===== config.mk =====
export PLATFORM = sky130hd
export DESIGN_NAME = pma_region_checker_lookup_ch
export DESIGN_NICKNAME = d
export VERILOG_FILES = /design/src/rtl/config_pkg.sv /design/src/rtl/pma_region_checker_pkg.sv /design/src/rtl/pma_region_checker_lookup_ch.sv
export SDC_FILE = /design/constraint.sdc
export NUM_CORES = 2
export LEC_CHECK = 0
export BUFFER_PORTS_ARGS = -buffer_cell sky130_fd_sc_hd__clkbuf_2
export CORE_AREA = 2 2 449 451
export DETAILED_ROUTE_END_ITERATION = 16
export DIE_AREA = 0 0 451 453
export MAX_ROUTING_LAYER = met4
export REMOVE_ABC_BUFFERS = 1
export SLEW_MARGIN = 20
export SYNTH_ARGS = -nofsm -noshare
export SYNTH_HDL_FRONTEND = slang
export SYNTH_SLANG_ARGS = --single-unit

===== constraint.sdc =====
create_clock -name clk_i -period 18.5 [get_ports clk_i]
set_clock_uncertainty 0.05 [all_clocks]
set_input_delay 5.55 -clock clk_i [delete_from_list [all_inputs] [get_ports clk_i]]
set_output_delay 5.55 -clock clk_i [all_outputs]
set_load 0.02 [all_outputs]

===== src/rtl/config_pkg.sv =====
// Minimal core configuration record; only the physical address width is consumed here.
package config_pkg;

  typedef struct packed {
    int unsigned PLEN;
  } cva6_cfg_t;

  localparam cva6_cfg_t cva6_cfg_empty = '{PLEN: 32'd32};

endpackage


===== src/rtl/pma_region_checker_pkg.sv =====
// Shared types and the region match function for the PMA region checker.
package pma_region_checker_pkg;
  import config_pkg::*;

  localparam cva6_cfg_t   PmaCfg     = cva6_cfg_empty;
  localparam int unsigned PLEN       = PmaCfg.PLEN;
  localparam int unsigned NrMaxRules = 64;

  typedef struct packed {
    logic ni;
    logic x;
    logic c;
  } pma_attr_t;

  typedef struct packed {
    logic            en;
    logic            lock;
    logic            ni;
    logic            x;
    logic            c;
    logic [PLEN-1:0] base;
    logic [PLEN-1:0] len;
  } pma_rule_t;

  function automatic int unsigned idx_width(input int unsigned n);
    return (n > 1) ? $clog2(n) : 1;
  endfunction

  // The end bound is computed one bit wider so a region reaching 2^PLEN never wraps to 0.
  function automatic logic pma_match(input pma_rule_t rule, input logic [PLEN-1:0] addr);
    logic [PLEN:0] w_end;
    w_end = {1'b0, rule.base} + {1'b0, rule.len};
    return rule.en && (rule.len != '0) && (addr >= rule.base) && ({1'b0, addr} < w_end);
  endfunction

endpackage


===== src/rtl/pma_region_checker_lookup_ch.sv =====
// One lookup channel: match all rules, pick the lowest index, register the result.
module pma_region_checker_lookup_ch
  import pma_region_checker_pkg::*;
#(
  parameter int unsigned NrRules     = 16,
  parameter pma_attr_t   DefaultAttr = 3'b011,
  localparam int unsigned IdxW       = idx_width(NrRules)
) (
  input  logic                     clk_i,
  input  logic                     rst_i,
  input  pma_rule_t [NrRules-1:0]  i_rules,
  input  logic                     i_req_valid,
  output logic                     o_req_ready,
  input  logic [PLEN-1:0]          i_req_addr,
  output logic                     o_rsp_valid,
  input  logic                     i_rsp_ready,
  output pma_attr_t                o_rsp_attr,
  output logic                     o_rsp_hit,
  output logic [IdxW-1:0]          o_rsp_idx
);

  logic [NrRules-1:0] w_match;
  logic [NrRules-1:0] w_unused_lock;
  logic               w_hit;
  logic [IdxW-1:0]    w_idx;
  pma_attr_t          w_attr;

  logic               r_vld_p1;
  pma_attr_t          r_attr_p1;
  logic               r_hit_p1;
  logic [IdxW-1:0]    r_idx_p1;

  always_comb begin
    w_match       = '0;
    w_unused_lock = '0;
    for (int k = 0; k < NrRules; k++) begin
      w_match[k]       = pma_match(i_rules[k], i_req_addr);
      w_unused_lock[k] = i_rules[k].lock;
    end
  end

  always_comb begin
    w_hit = |w_match;
    w_idx = '0;
    for (int k = NrRules - 1; k >= 0; k--) begin
      if (w_match[k]) w_idx = IdxW'(k);
    end
    if (w_hit) begin
      w_attr = '{ni: i_rules[w_idx].ni, x: i_rules[w_idx].x, c: i_rules[w_idx].c};
    end else begin
      w_attr = DefaultAttr;
    end
  end

  assign o_req_ready = !r_vld_p1 || i_rsp_ready;

  // p0 -> p1: resolved result captured on accept, held while the consumer stalls
  always_ff @(posedge clk_i) begin
    if (rst_i) begin
      r_vld_p1  <= 1'b0;
      r_attr_p1 <= '0;
      r_hit_p1  <= 1'b0;
      r_idx_p1  <= '0;
    end else if (o_req_ready) begin
      r_vld_p1 <= i_req_valid;
      if (i_req_valid) begin
        r_attr_p1 <= w_attr;
        r_hit_p1  <= w_hit;
        r_idx_p1  <= w_idx;
      end
    end
  end

  assign o_rsp_valid = r_vld_p1;
  assign o_rsp_attr  = r_attr_p1;
  assign o_rsp_hit   = r_hit_p1;
  assign o_rsp_idx   = r_idx_p1;

endmodule


==> Yosys cells after proc, flatten, opt, wreduce, memory -nomap -nowiden <==
Cells that the tools add are included.
W data, S select, Z words.
{ "totals": {"output_inout_bits": 10, "regBits": 9, "input_bits": 1140, "wordCells": 142} }
{ "classes": {"n_mux": 19, "n_reduce_logical": 68, "addsub": 16, "n_lt_le_gt_ge": 33} }
{ "op_table": {"columns": ["operator", "count"], "rows": [
  ["$add A32 B32 Y33", 16],
  ["$lt A32 B33 Y1", 16],
  ["$ge A32 B32 Y1", 16],
  ["$reduce_bool A32 Y1", 16],
  ["$bmux W69 S4", 1],
  ["$mux W67", 1],
  ["$mux W4", 16],
  ["$logic_and A1 B1 Y1", 48],
  ["$reduce_or A16 Y1", 1],
  ["$lt A4 B5 Y1 const B", 1],
  ["$mux W3", 1],
  ["$reduce_and A2 Y1", 1],
  ["$logic_not A1 Y1", 1],
  ["$logic_or A1 B1 Y1", 1]
]} }

==> Longest topological paths before layout <==
{ "depth": {"ltp_word": 23, "mapped_depth": 35, "ltp_nobuf": 33} }

==> Worst setup path before layout <==
Ideal clock, no wire load.
{ "synth_timing": {"path_type": "input to register", "start": "input port i_rules[967] (netlist bit)", "end": "register r_attr_p1, in the netlist o_rsp_attr[0]", "setup_ns": 0.070, "required_ns": 18.380, "cell_stages": 34, "t_arrival_ns": 11.963, "setup_slack_ns": 6.417, "path_cell_list": "ha_1 > a21o_1 > a21oi_1 > o21bai_1 > a21oi_1 > nor2_1 > nor2_1 > o21ai_0 > o41ai_1 > o311a_1 > a21oi_1 > a41o_1 > o41ai_1 > o311ai_0 > a31o_2 > a21oi_1 > xor2_1 > ha_1 > a2111oi_0 > nand2_1 > a21oi_1 > nand2_1 > nor4_1 > o31ai_1 > a31oi_1 > nor2b_1 > o211ai_1 > o211ai_1 > a41o_1 > buf_4 > nand2_2 > mux2_2 > a221oi_1 > a21boi_1"} }
{ "synth_between": {"elab_chain_len": 22, "word_cells_on_any_way": 25, "classes_between": "add/sub (1); order compare (1); mux (18); reduce/logical (5)"} }
{ "synth_rtl": {"columns": ["item", "line", "text"], "rows": [
  ["from (decl)", "pma_region_checker_lookup_ch.sv:11", "input pma_rule_t [NrRules-1:0] i_rules,"],
  ["parallel branches: the longest is 3 deep, another holds $add A32 B32 Y33", null, null],
  ["$logic_and A1 B1 Y1 *", "pma_region_checker_pkg.sv:33", "return rule.en && (rule.len != '0) && (addr >= rule.base) && ({1'b0, addr} < w_end);"],
  ["$mux W4 (15 in series)", "pma_region_checker_lookup_ch.sv:46", "if (w_match[k]) w_idx = IdxW'(k);"],
  ["$bmux W69 S4", "pma_region_checker_lookup_ch.sv:49", "w_attr = '{ni: i_rules[w_idx].ni, x: i_rules[w_idx].x, c: i_rules[w_idx].c};"],
  ["$mux W67 (not written as such)", "pma_region_checker_lookup_ch.sv:49", null],
  ["$mux W3 *", "pma_region_checker_lookup_ch.sv:48", "if (w_hit) begin"],
  ["to (signal assigned)", "pma_region_checker_lookup_ch.sv:67", "r_attr_p1 <= w_attr;"],
  ["to (decl)", "pma_region_checker_lookup_ch.sv:29", "pma_attr_t r_attr_p1;"]
]} }
Every way passes the cells marked *. The select of a mux whose other input is x is not followed.
A chain may end at the register's enable or synchronous reset.

==> Worst setup path after layout <==
{ "layout_timing": {"start": "input port i_rules[967] (netlist bit)", "end": "register r_attr_p1, in the netlist o_rsp_attr[2]"} }
{ "layout_between": {"elab_chain_len": 22, "word_cells_on_any_way": 25, "classes_between": "add/sub (1); order compare (1); mux (18); reduce/logical (5)"} }
{ "layout_rtl": {"columns": ["item", "line"], "rows": [
  ["parallel branches: the longest is 3 deep, another holds $add A32 B32 Y33", null],
  ["$logic_and A1 B1 Y1 *", "pma_region_checker_pkg.sv:33"],
  ["$mux W4 (15 in series)", "pma_region_checker_lookup_ch.sv:46"],
  ["$bmux W69 S4", "pma_region_checker_lookup_ch.sv:49"],
  ["$mux W67", null],
  ["$mux W3 *", "pma_region_checker_lookup_ch.sv:48"]
]} }
Marks and branches as above.

==> impl_metrics.env <==
export IMPL_synth_commonest_cells="ha_1, inv_1, a21oi_1, a21o_1, o21ai_0"
export IMPL_synthCells=6252
export IMPL_start_util=0.239
export IMPL_synth_top_cells_by_area="ha_1, a21o_1, a21oi_1, inv_1, xnor2_1"
export IMPL_max_stage_delay_ps=730
export IMPL_leakagePower_uw=0.0308
export IMPL_rr_startpoint="o_rsp_valid$_SDFFE_PP0N_"
export IMPL_grt_first_pass_wirelength_mm=370
export IMPL_grt_pass1_vias=52900
export IMPL_htree_levels=1
export IMPL_grt_use_total=0.255
export IMPL_die_w_um=451
export IMPL_hold_buffers=0
export IMPL_synth_warnings=0
export IMPL_async_reset_ff_frac=0
export IMPL_synth_edf_count=0
export IMPL_fin_tns_setup_ps=0
export IMPL_cts_tree="yes"
export IMPL_final_nets=10100
export IMPL_hold_class="reg2reg"
export IMPL_yosysUniqueCellTypes=89
export IMPL_worst_path_max_fanout=5
export IMPL_status="finished clean"
export IMPL_critPathRequiredTime_ps=18550
export IMPL_hp_start="o_rsp_idx[3]$_SDFFE_PP0P_"
export IMPL_drc=0
export IMPL_finalCriticalPeriod_ps=14220
export IMPL_die_area_mm2=0.204
export IMPL_dpl_cell_area_mm2=0.0569
export IMPL_setup_violations=0
export IMPL_dp_hpwl_mm=234
export IMPL_post_route_period_util=0.768
export IMPL_drt_iter0_drc=4626
export IMPL_cts_buffers=3
export IMPL_cts_sinks=9
export IMPL_critPathMostFrequentCell="a21oi_1"
export IMPL_rows=164
export IMPL_port_buffers=1133
export IMPL_root_buffer="clkbuf_16"
export IMPL_io_pins=1150
export IMPL_peakVddDrop_v=0.0000270
export IMPL_syn_area_mm2=0.0475
export IMPL_synth_ff_type="dfxtp_1"
export IMPL_worst_hold_slack_ps=442
export IMPL_vias=55000
export IMPL_cp_arrival_ps=14260
export IMPL_cts_setup_buffers=0
export IMPL_synth_seq_cells=9
export IMPL_max_freq_mhz=70.3
export IMPL_powerDensity_mw_per_mm2=38.3
export IMPL_grt_remaining_overflow=0
export IMPL_clockBufferDepth=2
export IMPL_drive_gt1_frac=0.170
export IMPL_core_mm2=0.199
export IMPL_yosysTopAreaCell="ha_1"
export IMPL_ys_seq_area_frac=0.00379
export IMPL_ant_nets=0
export IMPL_routedWlPerCell_um=26.4
export IMPL_grt_max_degree=21
export IMPL_hold_violations=0
export IMPL_clk_latency_ps=240
export IMPL_tightest_slew_ps=1160
export IMPL_cts_resized=0
export IMPL_synth_top_area_share=0.400
export IMPL_final_area_mm2=0.0573
export IMPL_crit_start="i_rules[967]"
export IMPL_fillers=21700
export IMPL_clk_pin_slew_ps=40
export IMPL_drv_slew=0
export IMPL_cap_violations=0
export IMPL_syn_avg_cell_area_um2=7.60
export IMPL_gp_congestion=1.05
export IMPL_die_h_um=453
export IMPL_start_kind="input pin"
export IMPL_max_slew_margin_rel=0.219
export IMPL_rsz0062_at_grt="no"
export IMPL_via_per_inst=5.40
export IMPL_cp_slowest_cell="o41ai_1"
export IMPL_syn2layout_area_growth_pct=20.5
export IMPL_routed_wl_mm=268
export IMPL_critPathCaptureType="register"
export IMPL_yosysMostFrequentCell="ha_1"
export IMPL_antenna_found_initial=122
export IMPL_criticalPathCategory="in2reg"
export IMPL_drt_pass1_iterations=6
-- layout by cell type, fill, tap and decap left out, drive strengths merged, types with 96 or more instances in the layout --
| master | synthesis | final |
|---|---|---|
| nor4 | 146 | 146 |
| nor3 | 108 | 108 |
| nand2 | 254 | 254 |
| o21a | 97 | 97 |
| xnor2 | 227 | 227 |
| a21o | 421 | 421 |
| clkbuf | 5 | 1106 |
| nand4 | 165 | 165 |
| nand2b | 142 | 142 |
| inv | 659 | 659 |
| ha | 1520 | 1520 |
| o21ai | 382 | 382 |
| a21oi | 572 | 572 |
| nor2b | 96 | 96 |
| nor2 | 314 | 314 |
| xor2 | 215 | 215 |
| nand3 | 120 | 120 |
-- logic make-up (layout without fill, tap and decap cells) --
| group | Yosys count | in the layout | synth area share |
|---|---|---|---|
| AO/OA/AOI/OAI | 2041 | 2041 | 0.281 |
| adder cells (fa/ha/maj) | 1536 | 1536 | 0.407 |
| AND/OR/NAND/NOR | 1523 | 1523 | 0.167 |
| buffers and inverters | 667 | 1846 | 0.0530 |
| XOR/XNOR | 442 | 442 | 0.0814 |
| multiplexers | 34 | 34 | 0.00727 |
| flip-flops | 9 | 9 | 0.00379 |
| other | 0 | 93 | 0 |
-- layer usage --
metal | global-route usage | share of wire
met5 | - | 0
met4 | 0.123 | 0.055
met2 | 0.413 | 0.46
met3 | 0.0398 | 0.062
met1 | 0.307 | 0.42
-- path summary, 6_finish.rpt --
kind | slack, ps | cells past startpoint | endpoint
max reg2reg | 16500 | 6 | o_rsp_attr[2]$_SDFFE_PP0P_
max | 4280 | 35 | o_rsp_attr[2]$_SDFFE_PP0P_
min reg2reg | 440 | 2 | o_rsp_idx[3]$_SDFFE_PP0P_
min | 440 | 2 | o_rsp_idx[3]$_SDFFE_PP0P_
-- report_power, final --
| part | switching [uW] | internal (uW) | total [uW] | leakage [uW] |
|---|---|---|---|---|
| clock | 10.8 | 28.9 | 39.8 | 0.0000387 |
| combinational | 1230 | 896 | 2130 | 0.0307 |
| sequential | 5.18 | 22.8 | 28.0 | 0.0000743 |
| total | 1250 | 947 | 2190 | 0.0308 |
-- flip-flops by register name, indices dropped and copies added, names as in the netlist --
| signal | flops |
|---|---|
| o_rsp_valid | 1 |
| o_rsp_attr | 3 |
| o_rsp_hit | 1 |
| o_rsp_idx | 4 |
-- through the flow --
step | setup WS, ps | utilization | std cells | power, uW
6_report | 4280 | 0.287 | 10200 | 2190
5_1_grt | 3600 | 0.287 | 10200 | 2440
4_1_cts | 4370 | 0.286 | 10100 | 2180
3_5_place_dp | 4160 | 0.286 | 10100 | 2120
3_3_place_gp | 4180 | 0.286 | 10100 | 2070
2_1_floorplan | 5930 | - | 6244 | 1390
-- worst max-delay path, delay by kind of cell --
family | cells | cell delay (ps)
compound gates | 19 | 5470
mux | 3 | 1150
simple gates | 8 | 1130
fa+ha+maj | 2 | 500
buf+inv | 2 | 350
xor+xnor | 1 | 110
-- layout make-up --
| type | instances | area [um^2] | share of cell area |
|---|---|---|---|
| timing repair buffer | 1183 | 6120 | 0.107 |
| multi-input combinational | 5576 | 44900 | 0.783 |
| tap | 2656 | 3320 | 0.0580 |
| inverter | 659 | 2470 | 0.0432 |
| antenna | 93 | 233 | 0.00406 |
| clock buffer | 4 | 78.8 | 0.00138 |
| sequential | 9 | 180 | 0.00315 |
(Power assumes the default switching activity.)
